File: config.mk
export PLATFORM = sky130hd
export DESIGN_NAME = multi_edge_detector
export DESIGN_NICKNAME = d
export VERILOG_FILES = /design/src/rtl/multi_edge_det_pkg.sv /design/src/rtl/edge_filter_ch.sv /design/src/rtl/multi_edge_detector.sv
export SDC_FILE = /design/constraint.sdc
export NUM_CORES = 1
export LEC_CHECK = 0
export ABC_AREA = 1
export BUFFER_PORTS_ARGS = -buffer_cell sky130_fd_sc_hd__buf_2
export CAP_MARGIN = 20
export CORE_MARGIN = 3
export CORE_UTILIZATION = 36
export CTS_BUF_LIST = sky130_fd_sc_hd__clkbuf_4
export CTS_CLUSTER_DIAMETER = 30
export DETAILED_ROUTE_END_ITERATION = 16
export PLACE_DENSITY = 0.56
export SYNTH_ARGS = -nofsm -noshare
export SYNTH_HDL_FRONTEND = slang
export SYNTH_HIERARCHICAL = 1
export SYNTH_SLANG_ARGS = --single-unit
File: constraint.sdc
create_clock -name clk -period 1.2 [get_ports clk]
set_clock_uncertainty 0.2 [all_clocks]
set_input_delay 0.24 -clock clk [delete_from_list [all_inputs] [get_ports clk]]
set_output_delay 0.24 -clock clk [all_outputs]
set_load 0.02 [all_outputs]
File: src/rtl/multi_edge_det_pkg.sv
`default_nettype none
// ============================================================================
//  Module   : multi_edge_det_pkg
//  Purpose  : Shared types for the multi-channel edge detector: channel mode
//             encoding, per-channel filter FSM states and the filter counter
//             width helper.
//  Revision : 1.0  initial release
// ============================================================================
package multi_edge_det_pkg;

    // Per-channel pulse mode: bit0 enables rise pulses, bit1 fall pulses.
    typedef enum logic [1:0] {
        MODE_OFF  = 2'b00,
        MODE_RISE = 2'b01,
        MODE_FALL = 2'b10,
        MODE_BOTH = 2'b11
    } mode_e;

    // Glitch filter states. The accepted level is 1 in ST_HIGH/ST_CONFIRM_LOW.
    typedef enum logic [1:0] {
        ST_LOW          = 2'b00,
        ST_CONFIRM_HIGH = 2'b01,
        ST_HIGH         = 2'b10,
        ST_CONFIRM_LOW  = 2'b11
    } filt_state_e;

    // Width of a counter that must hold values 0..filter_len.
    function automatic int filt_cnt_w(input int filter_len);
        return $clog2(filter_len + 1);
    endfunction

endpackage : multi_edge_det_pkg
`default_nettype wire

File: src/rtl/edge_filter_ch.sv
`default_nettype none
// ============================================================================
//  Module   : edge_filter_ch
//  Purpose  : One detector channel: input synchroniser, glitch filter FSM and
//             registered one-cycle rise/fall pulse generation.
//  Ports    : clk, rst (async, active-high)
//             en         - global enable for pulse emission
//             din        - raw asynchronous input
//             mode[1:0]  - bit0 rise enable, bit1 fall enable
//             level      - filtered, synchronised level
//             rise_pulse / fall_pulse - registered 1-cycle pulses
//             rise_set / fall_set     - combinational "pulse will be emitted
//                                       at this edge" (used by the top to set
//                                       flags and counters on the same edge)
//  Revision : 1.0  initial release
// ============================================================================
module edge_filter_ch
    import multi_edge_det_pkg::*;
#(
    parameter int SYNC_STAGES = 2,
    parameter int FILTER_LEN  = 3
) (
    input  logic       clk,
    input  logic       rst,
    input  logic       en,
    input  logic       din,
    input  logic [1:0] mode,
    output logic       level,
    output logic       rise_pulse,
    output logic       fall_pulse,
    output logic       rise_set,
    output logic       fall_set
);

    localparam int                 c_CNT_W = filt_cnt_w(FILTER_LEN);
    // The flip happens when the incoming differing sample would make the
    // count reach FILTER_LEN, so the stored count never exceeds FILTER_LEN-1.
    localparam logic [c_CNT_W-1:0] c_LAST  = c_CNT_W'(FILTER_LEN - 1);

    logic [SYNC_STAGES-1:0] r_sync;
    logic                   w_synced;
    filt_state_e            r_state, w_state_nxt;
    logic [c_CNT_W-1:0]     r_cnt, w_cnt_nxt;
    logic                   w_up, w_dn;
    mode_e                  w_mode;

    always_ff @(posedge clk or posedge rst) begin
        if (rst) r_sync <= '0;
        else     r_sync <= {r_sync[SYNC_STAGES-2:0], din};
    end

    assign w_synced = r_sync[SYNC_STAGES-1];

    always_ff @(posedge clk or posedge rst) begin
        if (rst) begin
            r_state <= ST_LOW;
            r_cnt   <= '0;
        end else begin
            r_state <= w_state_nxt;
            r_cnt   <= w_cnt_nxt;
        end
    end

    always_comb begin
        w_state_nxt = r_state;
        w_cnt_nxt   = r_cnt;
        w_up        = 1'b0;
        w_dn        = 1'b0;
        case (r_state)
            ST_LOW, ST_CONFIRM_HIGH: begin
                if (w_synced) begin
                    if (r_cnt == c_LAST) begin
                        w_state_nxt = ST_HIGH;
                        w_cnt_nxt   = '0;
                        w_up        = 1'b1;
                    end else begin
                        w_state_nxt = ST_CONFIRM_HIGH;
                        w_cnt_nxt   = r_cnt + c_CNT_W'(1);
                    end
                end else begin
                    w_state_nxt = ST_LOW;
                    w_cnt_nxt   = '0;
                end
            end
            ST_HIGH, ST_CONFIRM_LOW: begin
                if (!w_synced) begin
                    if (r_cnt == c_LAST) begin
                        w_state_nxt = ST_LOW;
                        w_cnt_nxt   = '0;
                        w_dn        = 1'b1;
                    end else begin
                        w_state_nxt = ST_CONFIRM_LOW;
                        w_cnt_nxt   = r_cnt + c_CNT_W'(1);
                    end
                end else begin
                    w_state_nxt = ST_HIGH;
                    w_cnt_nxt   = '0;
                end
            end
            default: begin
                w_state_nxt = ST_LOW;
                w_cnt_nxt   = '0;
            end
        endcase
    end

    assign w_mode   = mode_e'(mode);
    assign rise_set = w_up & en & ((w_mode == MODE_RISE) || (w_mode == MODE_BOTH));
    assign fall_set = w_dn & en & ((w_mode == MODE_FALL) || (w_mode == MODE_BOTH));
    assign level    = (r_state == ST_HIGH) || (r_state == ST_CONFIRM_LOW);

    always_ff @(posedge clk or posedge rst) begin
        if (rst) begin
            rise_pulse <= 1'b0;
            fall_pulse <= 1'b0;
        end else begin
            rise_pulse <= rise_set;
            fall_pulse <= fall_set;
        end
    end

endmodule : edge_filter_ch
`default_nettype wire

File: src/rtl/multi_edge_detector.sv
`default_nettype none
// ============================================================================
//  Module   : multi_edge_detector
//  Purpose  : Multi-channel synchronising, glitch-filtering edge detector with
//             per-channel mode, sticky event flags and a masked, registered
//             interrupt.
//  Ports    : clk, rst (async, active-high), en, din[CHANNELS],
//             mode[2*CHANNELS], level, rise_pulse, fall_pulse, evt_flag,
//             flag_clr, irq_mask, irq
//  Option   : MED_EVT_CNT_EN - adds saturating per-channel event counters
//             (evt_cnt[CHANNELS*CNT_W], cnt_clr).
//  Revision : 1.0  initial release
// ============================================================================
module multi_edge_detector
    import multi_edge_det_pkg::*;
#(
    parameter int CHANNELS    = 8,
    parameter int SYNC_STAGES = 2,
    parameter int FILTER_LEN  = 3
`ifdef MED_EVT_CNT_EN
    ,
    parameter int CNT_W       = 8
`endif
) (
    input  logic                  clk,
    input  logic                  rst,
    input  logic                  en,
    input  logic [CHANNELS-1:0]   din,
    input  logic [2*CHANNELS-1:0] mode,
    output logic [CHANNELS-1:0]   level,
    output logic [CHANNELS-1:0]   rise_pulse,
    output logic [CHANNELS-1:0]   fall_pulse,
    output logic [CHANNELS-1:0]   evt_flag,
    input  logic [CHANNELS-1:0]   flag_clr,
    input  logic [CHANNELS-1:0]   irq_mask,
    output logic                  irq
`ifdef MED_EVT_CNT_EN
    ,
    output logic [CHANNELS*CNT_W-1:0] evt_cnt,
    input  logic                      cnt_clr
`endif
);

    logic [CHANNELS-1:0] w_rise_set, w_fall_set, w_emit;
    logic [CHANNELS-1:0] r_evt_flag;
    logic                r_irq;

    for (genvar i = 0; i < CHANNELS; i++) begin : g_ch
        edge_filter_ch #(
            .SYNC_STAGES (SYNC_STAGES),
            .FILTER_LEN  (FILTER_LEN)
        ) u_ch (
            .clk        (clk),
            .rst        (rst),
            .en         (en),
            .din        (din[i]),
            .mode       (mode[2*i +: 2]),
            .level      (level[i]),
            .rise_pulse (rise_pulse[i]),
            .fall_pulse (fall_pulse[i]),
            .rise_set   (w_rise_set[i]),
            .fall_set   (w_fall_set[i])
        );

`ifdef MED_EVT_CNT_EN
        logic [CNT_W-1:0] r_evt_cnt;

        // Clear takes priority over increment, but an event on the clearing
        // edge is still counted, leaving the counter at 1.
        always_ff @(posedge clk or posedge rst) begin
            if (rst)
                r_evt_cnt <= '0;
            else if (cnt_clr)
                r_evt_cnt <= w_emit[i] ? CNT_W'(1) : '0;
            else if (w_emit[i] && (r_evt_cnt != {CNT_W{1'b1}}))
                r_evt_cnt <= r_evt_cnt + CNT_W'(1);
        end

        assign evt_cnt[i*CNT_W +: CNT_W] = r_evt_cnt;
`endif
    end

    assign w_emit = w_rise_set | w_fall_set;

    // Flags are set on the same edge that registers the pulse; a set on the
    // clearing edge wins.
    always_ff @(posedge clk or posedge rst) begin
        if (rst) begin
            r_evt_flag <= '0;
            r_irq      <= 1'b0;
        end else begin
            r_evt_flag <= (r_evt_flag & ~flag_clr) | w_emit;
            r_irq      <= |(r_evt_flag & irq_mask);
        end
    end

    assign evt_flag = r_evt_flag;
    assign irq      = r_irq;

endmodule : multi_edge_detector
`default_nettype wire
==> results of run 1 <==
## flip-flops by register name, indices dropped and copies added, names as in the netlist
| register | cells |
|---|---|
| evt_flag | 8 |
| irq | 1 |
| g_ch.u_ch/r_sync | 16 |
| g_ch.u_ch/r_state | 8 |
| g_ch.u_ch/fall_pulse | 8 |
| g_ch.u_ch/rise_pulse | 8 |
| g_ch.u_ch/r_cnt | 16 |
## layer usage
layer	vias to the layer above	global-route usage, %
met5	-	0
met4	0	5.01
met3	10	6.27
met2	59	30.2
met1	1039	20.6
li1	1105	-
## worst reg2reg max path, delay by kind of cell, from the launching register on
kind	cells	cell delay, ps
and+or+nand+nor	2	210
buffers and inverters	3	320
DFF	1	420
## cell type report
| cell class | count | share of cell area, % |
|---|---|---|
| flip-flops and latches | 65 | 40.1 |
| well taps | 77 | 2.38 |
| repair buffers | 141 | 30.3 |
| clock inverters | 5 | 1.14 |
| inverters | 49 | 5.10 |
| multi-input cells | 143 | 18.9 |
| clock buffers | 11 | 2.04 |
## worst max path at each step
stage | start | endpoint | slack, ps | depth (start not counted)
6_report | evt_flag[1]$_DFF_PP0_ | evt_flag[1] | -190 | 1
5_1_grt | evt_flag[7]$_DFF_PP0_ | evt_flag[7] | -290 | 1
4_1_cts | evt_flag[5]$_DFF_PP0_ | evt_flag[5] | -230 | 1
3_5_place_dp | en | evt_flag[7]$_DFF_PP0_ | 40 | 6
3_3_place_gp | en | evt_flag[6]$_DFF_PP0_ | 60 | 6
2_1_floorplan | g_ch[0].u_ch/r_state[1]$_DFF_PP0_ | level[0] | 160 | 1
## through the flow
stage	cells	hold slack, ps
floorplan	265	-157
global placement	412	26.7
detailed placement	412	25.4
CTS	484	30.4
global route	491	30.7
finish	491	65.9
## cell usage after synthesis, drive strengths merged
library cell | instances | area share [%]
a21oi | 16 | 3.2
clkbuf | 8 | 1.2
dfrtp | 65 | 66
inv | 49 | 7.4
nand2 | 45 | 7.6
nand3 | 32 | 6.5
nor2 | 34 | 5.2
o21ai | 16 | 3.2
## power by group through the flow
| stage | clock [mW] | combinational, mW | sequential (mW) |
|---|---|---|---|
| finish | 1.39 | 2.39 | 2.91 |
| global route | 1.56 | 2.66 | 2.96 |
| CTS | 1.44 | 2.07 | 2.87 |
| detailed placement | 0 | 1.48 | 2.96 |
| global placement | 0 | 1.46 | 2.97 |
| floorplan | 0 | 1.05 | 2.96 |
## repair_timing
action | in CTS | in global routing
endpoints found under the setup margin | 33 | 43
hold buffers | 41 | 0
hold endpoints to repair | 98 | 0
pin swaps | 0 | 20
resized for setup | 66 | 61
setup buffers | 15 | 10
## kinds of logic (layout without fill, tap and decap cells)
| kind of cell | Yosys count | count (layout) | synth area share, % |
|---|---|---|---|
| buffers and inverters | 57 | 206 | 8.64 |
| and+or+nand+nor | 111 | 111 | 19.2 |
| DFF | 65 | 65 | 65.7 |
| AOI/OAI and AO/OA | 32 | 32 | 6.46 |
==> reports/metrics.cfg, run 1 <==
[worst_hold_path]
min_path_cells = 4
hp-start = en
worstHoldPathType = in -> reg
holdPathEnd = g_ch[1].u_ch/rise_pulse$_DFF_PP0_

[critical_path]
cp.arrival_ps = 950
reg2reg_depth = 5
slowest_delay_ps = 420
r2r-end = g_ch[4].u_ch/rise_pulse$_DFF_PP0_
crit_fanout = 2
cp.buffers_inverters = 1
crit_chain = buf_6
critPathTopFamily = flip-flops
critPathSlowestCell = dfrtp_1
end_kind = output pin
critPathLaunchType = flop
r2r_setup_slack_ps = -10
r2r-start = g_ch[4].u_ch/r_state[1]$_DFF_PP0_
setup.worst_path.class = reg -> out
cp.required_ps = 760

[place]
place_hpwl_mm = 4.12
placed_cell_area_mm2 = 0.00295
portBuffers = 75
place.gp.congestion = 0.799
pre_cts_slack_ps = 41.1

[layout]
design_area_mm2 = 0.00405
diodes = 0
layout_common_cells = dfrtp_1 (65), buf_6 (42), buf_2 (42)
layout_commonest_cell = dfrtp_1
layout.nets = 452
regArea_mm2 = 0.00163
multi_input_area_um2 = 767
fin_util_pct = 62.4
fillers = 544
drive_above_1_share_pct = 39.1
area_growth_pct = 63.5

[power_and_ir_drop]
p_leak_nw = 2.03
pwr-share-clk_pct = 20.8
intPower_mw = 4.38
p_sw_share_pct = 34.4
irDropWorstVdd_uv = 788
combPwrFrac_pct = 35.8
p_seq_share_pct = 43.5
power_switching_mw = 2.30
power.total_mw = 6.69
pwr_density_cell_mw_per_mm2 = 1650

[cts]
path_clk_slew_ps = 100
cts_tree = built
clock_sinks = 65
cts-root-buf = clkbuf_4
cts_max_level = 3
cts_max_path_buffers = 2
clk_latency_ps = 390
cts_buffers = 9

[timing]
setup_ws_ps = -194
fmax_mhz = 717
tns_ps = -5490
setup_viol = 35
slew_violations = 0
relSlewSlack_pct = 80.6
rsz0062_at_grt = yes
final_hold_viol_count = 0
tightestPinTransition_ps = 290
min_period_ps = 1390
timing.final.crit_share_pct = 116

[synth]
syn_avg_cell_area_um2 = 9.35
synth-seq-cells = 65
synth_area_mm2 = 0.00248
yosysWarnings = 6
synth_nets = 308
synth_cell_types = 11
yosysSeqAreaShare_pct = 65.7
syn_inst = 265

[route]
drt_iter0_drc = 59
drtPass1Iterations = 4
antenna_left = 0
vias = 2213
wl_met2_mm = 3.33
top_layer = met4
drc = 0
met3WireLength_um = 337
routed_wl_mm = 6.51
wl_per_cell_um = 13.3
avgViaCountPerCell = 4.51
met1_length_mm = 2.75

[floorplanning]
rows = 29
fp.coreArea_mm2 = 0.00649
die_area_mm2 = 0.00791
ios = 76
die_y_um = 89.0
die-width_um = 89.0
start_util_pct = 38.1

[global_routing]
grt_start_max_net_pins = 17
antenna_found_initial = 0
grt_overflow_total = 0
grt_pass1_wl_mm = 10.2
track_usage_pct = 17.5
grt_pass1_vias = 2266

[flow_run]
maxCapViolations = 0

[status]
status = finished, violations left
violations = negative setup slack

Note: power is estimated with default switching activity, not from simulation.
==> run 2, diff against run 1 <==
--- a/config.mk
+++ b/config.mk
@@ -9,3 +9,2 @@
 export BUFFER_PORTS_ARGS = -buffer_cell sky130_fd_sc_hd__buf_2
-export CAP_MARGIN = 20
 export CORE_MARGIN = 3
@@ -15,3 +14,3 @@
 export DETAILED_ROUTE_END_ITERATION = 16
-export PLACE_DENSITY = 0.56
+export PLACE_DENSITY = 0.64
 export SYNTH_ARGS = -nofsm -noshare
==> constraint.sdc (replaced) <==
create_clock -name clk -period 1.2 [get_ports clk]
set_clock_uncertainty 0.2 [all_clocks]
set_input_delay 0.06 -clock clk [delete_from_list [all_inputs] [get_ports clk]]
set_output_delay 0.06 -clock clk [all_outputs]
set_load 0.02 [all_outputs]
==> run 2 against run 1 <==
Compared with the run above:
- power increased by 0.92%
- utilization shrank 0.39 points
- routed wire length increased by 3.0%
- count of clock-buffer cells in the layout increased by 1
- the flow still finishes with violations (negative setup slack)
- final cell count is 0.20% lower
- critical path depth did not move
==> reports/metrics.cfg, run 2 (synthesis results as in run 1) <==
[timing]
rsz0062_at_grt = yes  ; unchanged
min_period_ps = 1260  ; was 1390 ps
timing.final.crit_share_pct = 105  ; was 116%
fmax_mhz = 796  ; was 717 MHz
relSlewSlack_pct = 70.3  ; was 80.6%
slew_violations = 0  ; unchanged
setup_viol = 16  ; was 35
final_hold_viol_count = 0  ; unchanged
setup_ws_ps = -56.1  ; was -194 ps
tightestPinTransition_ps = 446  ; was 290 ps
tns_ps = -298  ; was -5490 ps

[layout]
layout_commonest_cell = dfrtp_1  ; unchanged
top_regs = g_ch.u_ch/r_cnt (16), g_ch.u_ch/r_sync (16)  ; unchanged
layout_common_cells = dfrtp_1 (65), buf_6 (44), dlygate4sd3_1 (42), buf_2 (42), inv_1 (41)  ; was dfrtp_1 (65), buf_6 (42), buf_2 (42)
fin_util_pct = 62.0  ; was 62.4%
drive_above_1_share_pct = 36.3  ; was 39.1%
fillers = 515  ; was 544
area_growth_pct = 62.5  ; was 63.5%
layout.nets = 451  ; was 452
diodes = 0  ; unchanged

[floorplanning]
ios = 76  ; unchanged
die_y_um = 89.0  ; unchanged
start_util_pct = 38.1  ; unchanged
die_area_mm2 = 0.00791  ; unchanged
rows = 29  ; unchanged
die-width_um = 89.0  ; unchanged
fp.coreArea_mm2 = 0.00649  ; unchanged

[critical_path]
crit_chain = buf_6  ; unchanged
critPathTopFamily = flip-flops  ; unchanged
setup.worst_path.class = reg -> out  ; unchanged
cp.buffers_inverters = 1  ; unchanged
critPathLaunchType = flop  ; unchanged
slowest_delay_ps = 440  ; was 420 ps
cp.required_ps = 940  ; was 760 ps
cp.arrival_ps = 1000  ; was 950 ps
critPathSlowestCell = dfrtp_1  ; unchanged
end_kind = output pin  ; unchanged
crit_fanout = 3  ; was 2

[cts]
path_clk_slew_ps = 100  ; about the same
cts-root-buf = clkbuf_4  ; unchanged
cts_max_path_buffers = 2  ; unchanged
cts_max_level = 3  ; unchanged
cts_tree = built  ; unchanged
clk_latency_ps = 400  ; was 390 ps
cts_buffers = 9  ; unchanged
clock_sinks = 65  ; unchanged

[global_routing]
track_usage_pct = 17.9  ; was 17.5%
grt_pass1_wl_mm = 10.3  ; was 10.2 mm
grt_start_max_net_pins = 17  ; unchanged
grt_overflow_total = 0  ; unchanged
grt_pass1_vias = 2279  ; was 2266
antenna_found_initial = 0  ; unchanged

[route]
wl_per_cell_um = 13.7  ; was 13.3 um
vias = 2274  ; was 2213
antenna_left = 0  ; unchanged
drtPass1Iterations = 4  ; unchanged
avgViaCountPerCell = 4.64  ; was 4.51
drt_iter0_drc = 71  ; was 59
drc = 0  ; unchanged
routed_wl_mm = 6.71  ; was 6.51 mm

[status]
violations = negative setup slack  ; unchanged
status = finished, violations left  ; unchanged

[power_and_ir_drop]
pwr_density_cell_mw_per_mm2 = 1680  ; was 1650 mW/mm2
p_leak_nw = 2.03  ; about the same
irDropWorstVdd_uv = 918  ; was 788 uV

[flow_run]
maxCapViolations = 0  ; unchanged

[worst_hold_path]
worstHoldPathType = in -> async  ; was in -> reg

[place]
place.gp.congestion = 0.790  ; was 0.799
place_hpwl_mm = 4.09  ; was 4.12 mm
pre_cts_slack_ps = 40.3  ; was 41.1 ps
portBuffers = 75  ; unchanged

-- run 2: worst reg2reg max path: stages, from the launching register on --
cell and delay (ps):
dfrtp_1 420, buf_6 140, inv_4 60, nand3_2 60
nor2_2 130, nor2_1 50, o21ai_1 80
-- run 2: metrics by stage --
| step | hold WS [ps] | power, mW | std cells | instance area (um2) |
|---|---|---|---|---|
| 2_1_floorplan | -337 | 4.01 | 265 | 2480 |
| 5_1_grt | 41.7 | 7.21 | 490 | 4030 |
| 3_3_place_gp | -83.3 | 4.40 | 410 | 2940 |
| 3_5_place_dp | -88.7 | 4.44 | 410 | 2940 |
| 4_1_cts | 5.89 | 6.43 | 481 | 3800 |
| 6_report | 61.5 | 6.75 | 490 | 4030 |
-- run 2: final cells by class --
type | instances | area (um2) | area share, %
Clock buffer | 12 | 90.1 | 2.24
Clock inverter | 4 | 43.8 | 1.09
Inverter | 49 | 206 | 5.13
Multi-Input combinational cell | 143 | 734 | 18.2
Sequential cell | 65 | 1630 | 40.4
Timing Repair Buffer | 140 | 1230 | 30.5
Tap cell | 77 | 96.3 | 2.39
-- run 2: layer usage --
layer	up-vias	track usage, %	share of wire (%)	wire (um)
li1	1106	-	-	-
met1	1066	20.6	39	2600
met2	80	29.7	54	3590
met3	22	5.44	4.7	312
met4	0	10.4	3.1	208
met5	-	0	0	0
-- run 2: repair_timing --
action	in CTS	in global routing
hold endpoints to repair	98	0
hold buffers	42	0
buffers inserted	13	9
endpoints found under the setup margin	33	42
gates resized for setup	69	50
pin swaps	0	15
-- run 2: worst paths after layout --
| check | start | end | slack [ps] | cells after the start |
|---|---|---|---|---|
| max | evt_flag[4]$_DFF_PP0_ | evt_flag[4] | -60 | 1 |
| max reg2reg | g_ch[5].u_ch/r_state[1]$_DFF_PP0_ | evt_flag[5]$_DFF_PP0_ | -10 | 6 |
| min in group clk | din[0] | g_ch[0].u_ch/r_sync[0]$_DFF_PP0_ | 90 | 2 |
| max in group asynchronous | rst | evt_flag[3]$_DFF_PP0_ | 350 | 3 |
| min reg2reg | g_ch[6].u_ch/r_sync[0]$_DFF_PP0_ | g_ch[6].u_ch/r_sync[1]$_DFF_PP0_ | 160 | 0 |
| min | rst | g_ch[1].u_ch/fall_pulse$_DFF_PP0_ | 60 | 3 |
-- run 2: where the power goes --
group          internal, mW  total (mW)  switching, mW
combinational          1.14        2.40           1.26
clock                 0.694        1.43          0.738
sequential             2.59        2.92          0.328
total                  4.42        6.75           2.32
==> run 3, diff against run 2 <==
Settings changed: SYNTH_HIERARCHICAL 1 to default.
==> run 3 against run 2 <==
Compared with the run above:
- the flow still finishes with violations (negative setup slack)
- sequential share of layout area decreased by 0.32 points
- sequential power about the same
- largest cell class unchanged
- die area increased by 9.8%
- power decreased by 1.1%
- critical path depth unchanged
- global-route usage decreased by 2.3 points
- first-iteration DRC count increased by 17%
- count of clock-buffer cells in the layout decreased by 1
==> reports/metrics.cfg, run 3 <==
[cts]
cts_tree = built  ; unchanged
clk_latency_ps = 400  ; about the same
cts_buffers = 9  ; unchanged
path_clk_slew_ps = 100  ; about the same
cts_max_path_buffers = 2  ; unchanged
clock_sinks = 65  ; unchanged
cts-root-buf = clkbuf_4  ; unchanged
cts_max_level = 3  ; unchanged

[floorplanning]
die_area_mm2 = 0.00869  ; was 0.00791 mm2
fp.coreArea_mm2 = 0.00733  ; was 0.00649 mm2
ios = 76  ; unchanged
die-width_um = 93.2  ; was 89.0 um
start_util_pct = 37.3  ; was 38.1%
rows = 31  ; was 29
die_y_um = 93.2  ; was 89.0 um

[critical_path]
cp.arrival_ps = 970  ; was 1000 ps
critPathTopFamily = flip-flops  ; unchanged
critPathLaunchType = flop  ; unchanged
crit_chain = buf_6  ; unchanged
cp.buffers_inverters = 1  ; unchanged
critPathSlowestCell = dfrtp_1  ; unchanged
crit_fanout = 2  ; was 3
slowest_delay_ps = 420  ; was 440 ps
cp-startpoint = g_ch[3].u_ch.r_state[1]$_DFF_PP0_  ; was evt_flag[4]$_DFF_PP0_
cp.required_ps = 940  ; about the same
end_kind = output pin  ; unchanged
r2r-start = g_ch[1].u_ch.r_state[1]$_DFF_PP0_  ; was g_ch[5].u_ch/r_state[1]$_DFF_PP0_
setup.worst_path.class = reg -> out  ; unchanged

[timing]
rsz0062_at_grt = yes  ; unchanged
relSlewSlack_pct = 76.4  ; was 70.3%
slew_violations = 0  ; unchanged
min_period_ps = 1230  ; was 1260 ps
fmax_mhz = 816  ; was 796 MHz
fin_hold_ws_ps = 91.5  ; was 61.5 ps
setup_viol = 11  ; was 16
final_hold_viol_count = 0  ; unchanged
timing.final.crit_share_pct = 102  ; was 105%
tightestPinTransition_ps = 353  ; was 446 ps
setup_ws_ps = -25.5  ; was -56.1 ps

[global_routing]
met3_usage_pct = 4.10  ; was 5.44%
grt_pass1_wl_mm = 10.2  ; was 10.3 mm
busiest_layer = met2  ; unchanged
grt_pass1_vias = 2281  ; was 2279
track_usage_pct = 15.7  ; was 17.9%
antenna_found_initial = 0  ; unchanged
grt_start_max_net_pins = 66  ; was 17
grt_overflow_total = 0  ; unchanged
globalRouteMet1Util_pct = 17.4  ; was 20.6%
use_met2_pct = 27.3  ; was 29.7%

[layout]
design_area_mm2 = 0.00406  ; was 0.00403 mm2
fillers = 626  ; was 515
diodes = 0  ; unchanged
drive_above_1_share_pct = 32.5  ; was 36.3%
layout_common_cells = dfrtp_1 (65), inv_1 (56), nand2_1 (55)  ; was dfrtp_1 (65), buf_6 (44), dlygate4sd3_1 (42), buf_2 (42), inv_1 (41)
layout.nets = 469  ; was 451
multi_input_area_um2 = 719  ; was 734 um2
top_regs = g_ch.u_ch.r_cnt (16), g_ch.u_ch.r_sync (16)  ; was g_ch.u_ch/r_cnt (16), g_ch.u_ch/r_sync (16)
layout_commonest_cell = dfrtp_1  ; unchanged
area_growth_pct = 48.3  ; was 62.5%
regArea_mm2 = 0.00163  ; unchanged
fin_util_pct = 55.4  ; was 62.0%

[synth]
synthArstFlopShare_pct = 100  ; unchanged
synth_nets = 354  ; was 308
synth_cell_types = 12  ; was 11
synth_edf_count = 0  ; unchanged
synth_top_area_cell = dfrtp_1  ; unchanged
syn_avg_cell_area_um2 = 8.80  ; was 9.35 um2
synthTopCellsByArea = dfrtp_1 (59%), inv_1 (8.9%), nand2_1 (8.6%)  ; was dfrtp_1 (66%), nand3_1 (6.5%), inv_1 (6.2%)
syn_inst = 311  ; was 265
yosysSeqAreaShare_pct = 59.4  ; was 65.7%
yosysWarnings = 0  ; was 6
synth_common_cells = dfrtp_1 (65), inv_1 (65), nand2_1 (63)  ; was dfrtp_1 (65), inv_1 (41), nand2_1 (37)
synth_area_mm2 = 0.00274  ; was 0.00248 mm2
synth-seq-cells = 65  ; unchanged
synth_top_area_share_pct = 59.4  ; was 65.7%
synth_ff_type = dfrtp_1  ; unchanged

[route]
routed_wl_mm = 6.19  ; was 6.71 mm
vias = 2196  ; was 2274
drt_iter0_drc = 83  ; was 71
wl_per_cell_um = 11.7  ; was 13.7 um
antenna_left = 0  ; unchanged
avgViaCountPerCell = 4.14  ; was 4.64
drtPass1Iterations = 4  ; unchanged
drc = 0  ; unchanged

[place]
pre_cts_slack_ps = 131  ; was 40.3 ps
place_hpwl_mm = 3.96  ; was 4.09 mm
portBuffers = 75  ; unchanged
place.gp.congestion = 0.782  ; was 0.790
placed_cell_area_mm2 = 0.00305  ; was 0.00294 mm2

[power_and_ir_drop]
pwr_density_cell_mw_per_mm2 = 1640  ; was 1680 mW/mm2
irDropWorstVdd_uv = 665  ; was 918 uV
p_leak_nw = 2.34  ; was 2.03 nW

[worst_hold_path]
worstHoldPathType = in -> reg  ; was in -> async
hp-start = din[4]

[status]
status = finished, violations left  ; unchanged
violations = negative setup slack  ; unchanged

[flow_run]
maxCapViolations = 0  ; unchanged

[run 3: area by class of cell]
cell class	instances	share of cell area [%]
clock inverters	5	1.14
clock buffers	11	2.03
multi-input cells	147	17.7
repair buffers	137	29.3
inverters	66	6.63
well taps	99	3.05
flip-flops and latches	65	40.1
[run 3: stage by stage]
stage | power [mW] | cells | setup TNS (ps)
final | 6.68 | 530 | -109
after global routing | 7.19 | 530 | -2220
after CTS | 6.42 | 528 | -910
after detailed placement | 4.44 | 455 | 0
after global placement | 4.38 | 455 | 0
after floorplan | 4.20 | 311 | 0
[run 3: where the power goes]
group	leakage, nW	switching [mW]	internal, mW
Sequential	0.844	0.286	2.61
Clock	0.0734	0.734	0.660
Combinational	1.42	1.23	1.16
Total	2.34	2.25	4.43
[run 3: worst paths after layout]
check	to	slack [ps]	depth (start not counted)
max	level[3]	-30	1
min in group asynchronous	g_ch[6].u_ch.r_sync[1]$_DFF_PP0_	110	4
max reg2reg	evt_flag[1]$_DFF_PP0_	40	6
min reg2reg	g_ch[1].u_ch.r_sync[1]$_DFF_PP0_	150	0
min	g_ch[4].u_ch.r_sync[0]$_DFF_PP0_	90	2
max in group asynchronous	g_ch[6].u_ch.r_cnt[1]$_DFF_PP0_	400	4
[run 3: cells by family after synthesis]
logic type             after synthesis  share of synthesized area [%]
XOR/XNOR                             6                           1.92
AO/OA/AOI/OAI                        8                           2.19
AND/OR/NAND/NOR                    133                           19.3
buffers and inverters               99                           17.1
flip-flops                          65                           59.4
[run 3: what timing repair did]
action	in CTS	in global routing
setup buffers	16	2
endpoints found under the setup margin	33	67
hold buffers	42	0
endpoints found under the hold margin	98	0
pin swaps	1	23
gates resized for setup	68	42
[run 3: routing by layer]
metal / up-vias / wire length, um / part of all wire, %
met5: - / 0 / 0
met4: 0 / 164 / 2.6
met3: 16 / 288 / 4.7
met2: 60 / 3240 / 52
met1: 1018 / 2500 / 40
li1: 1102 / - / -
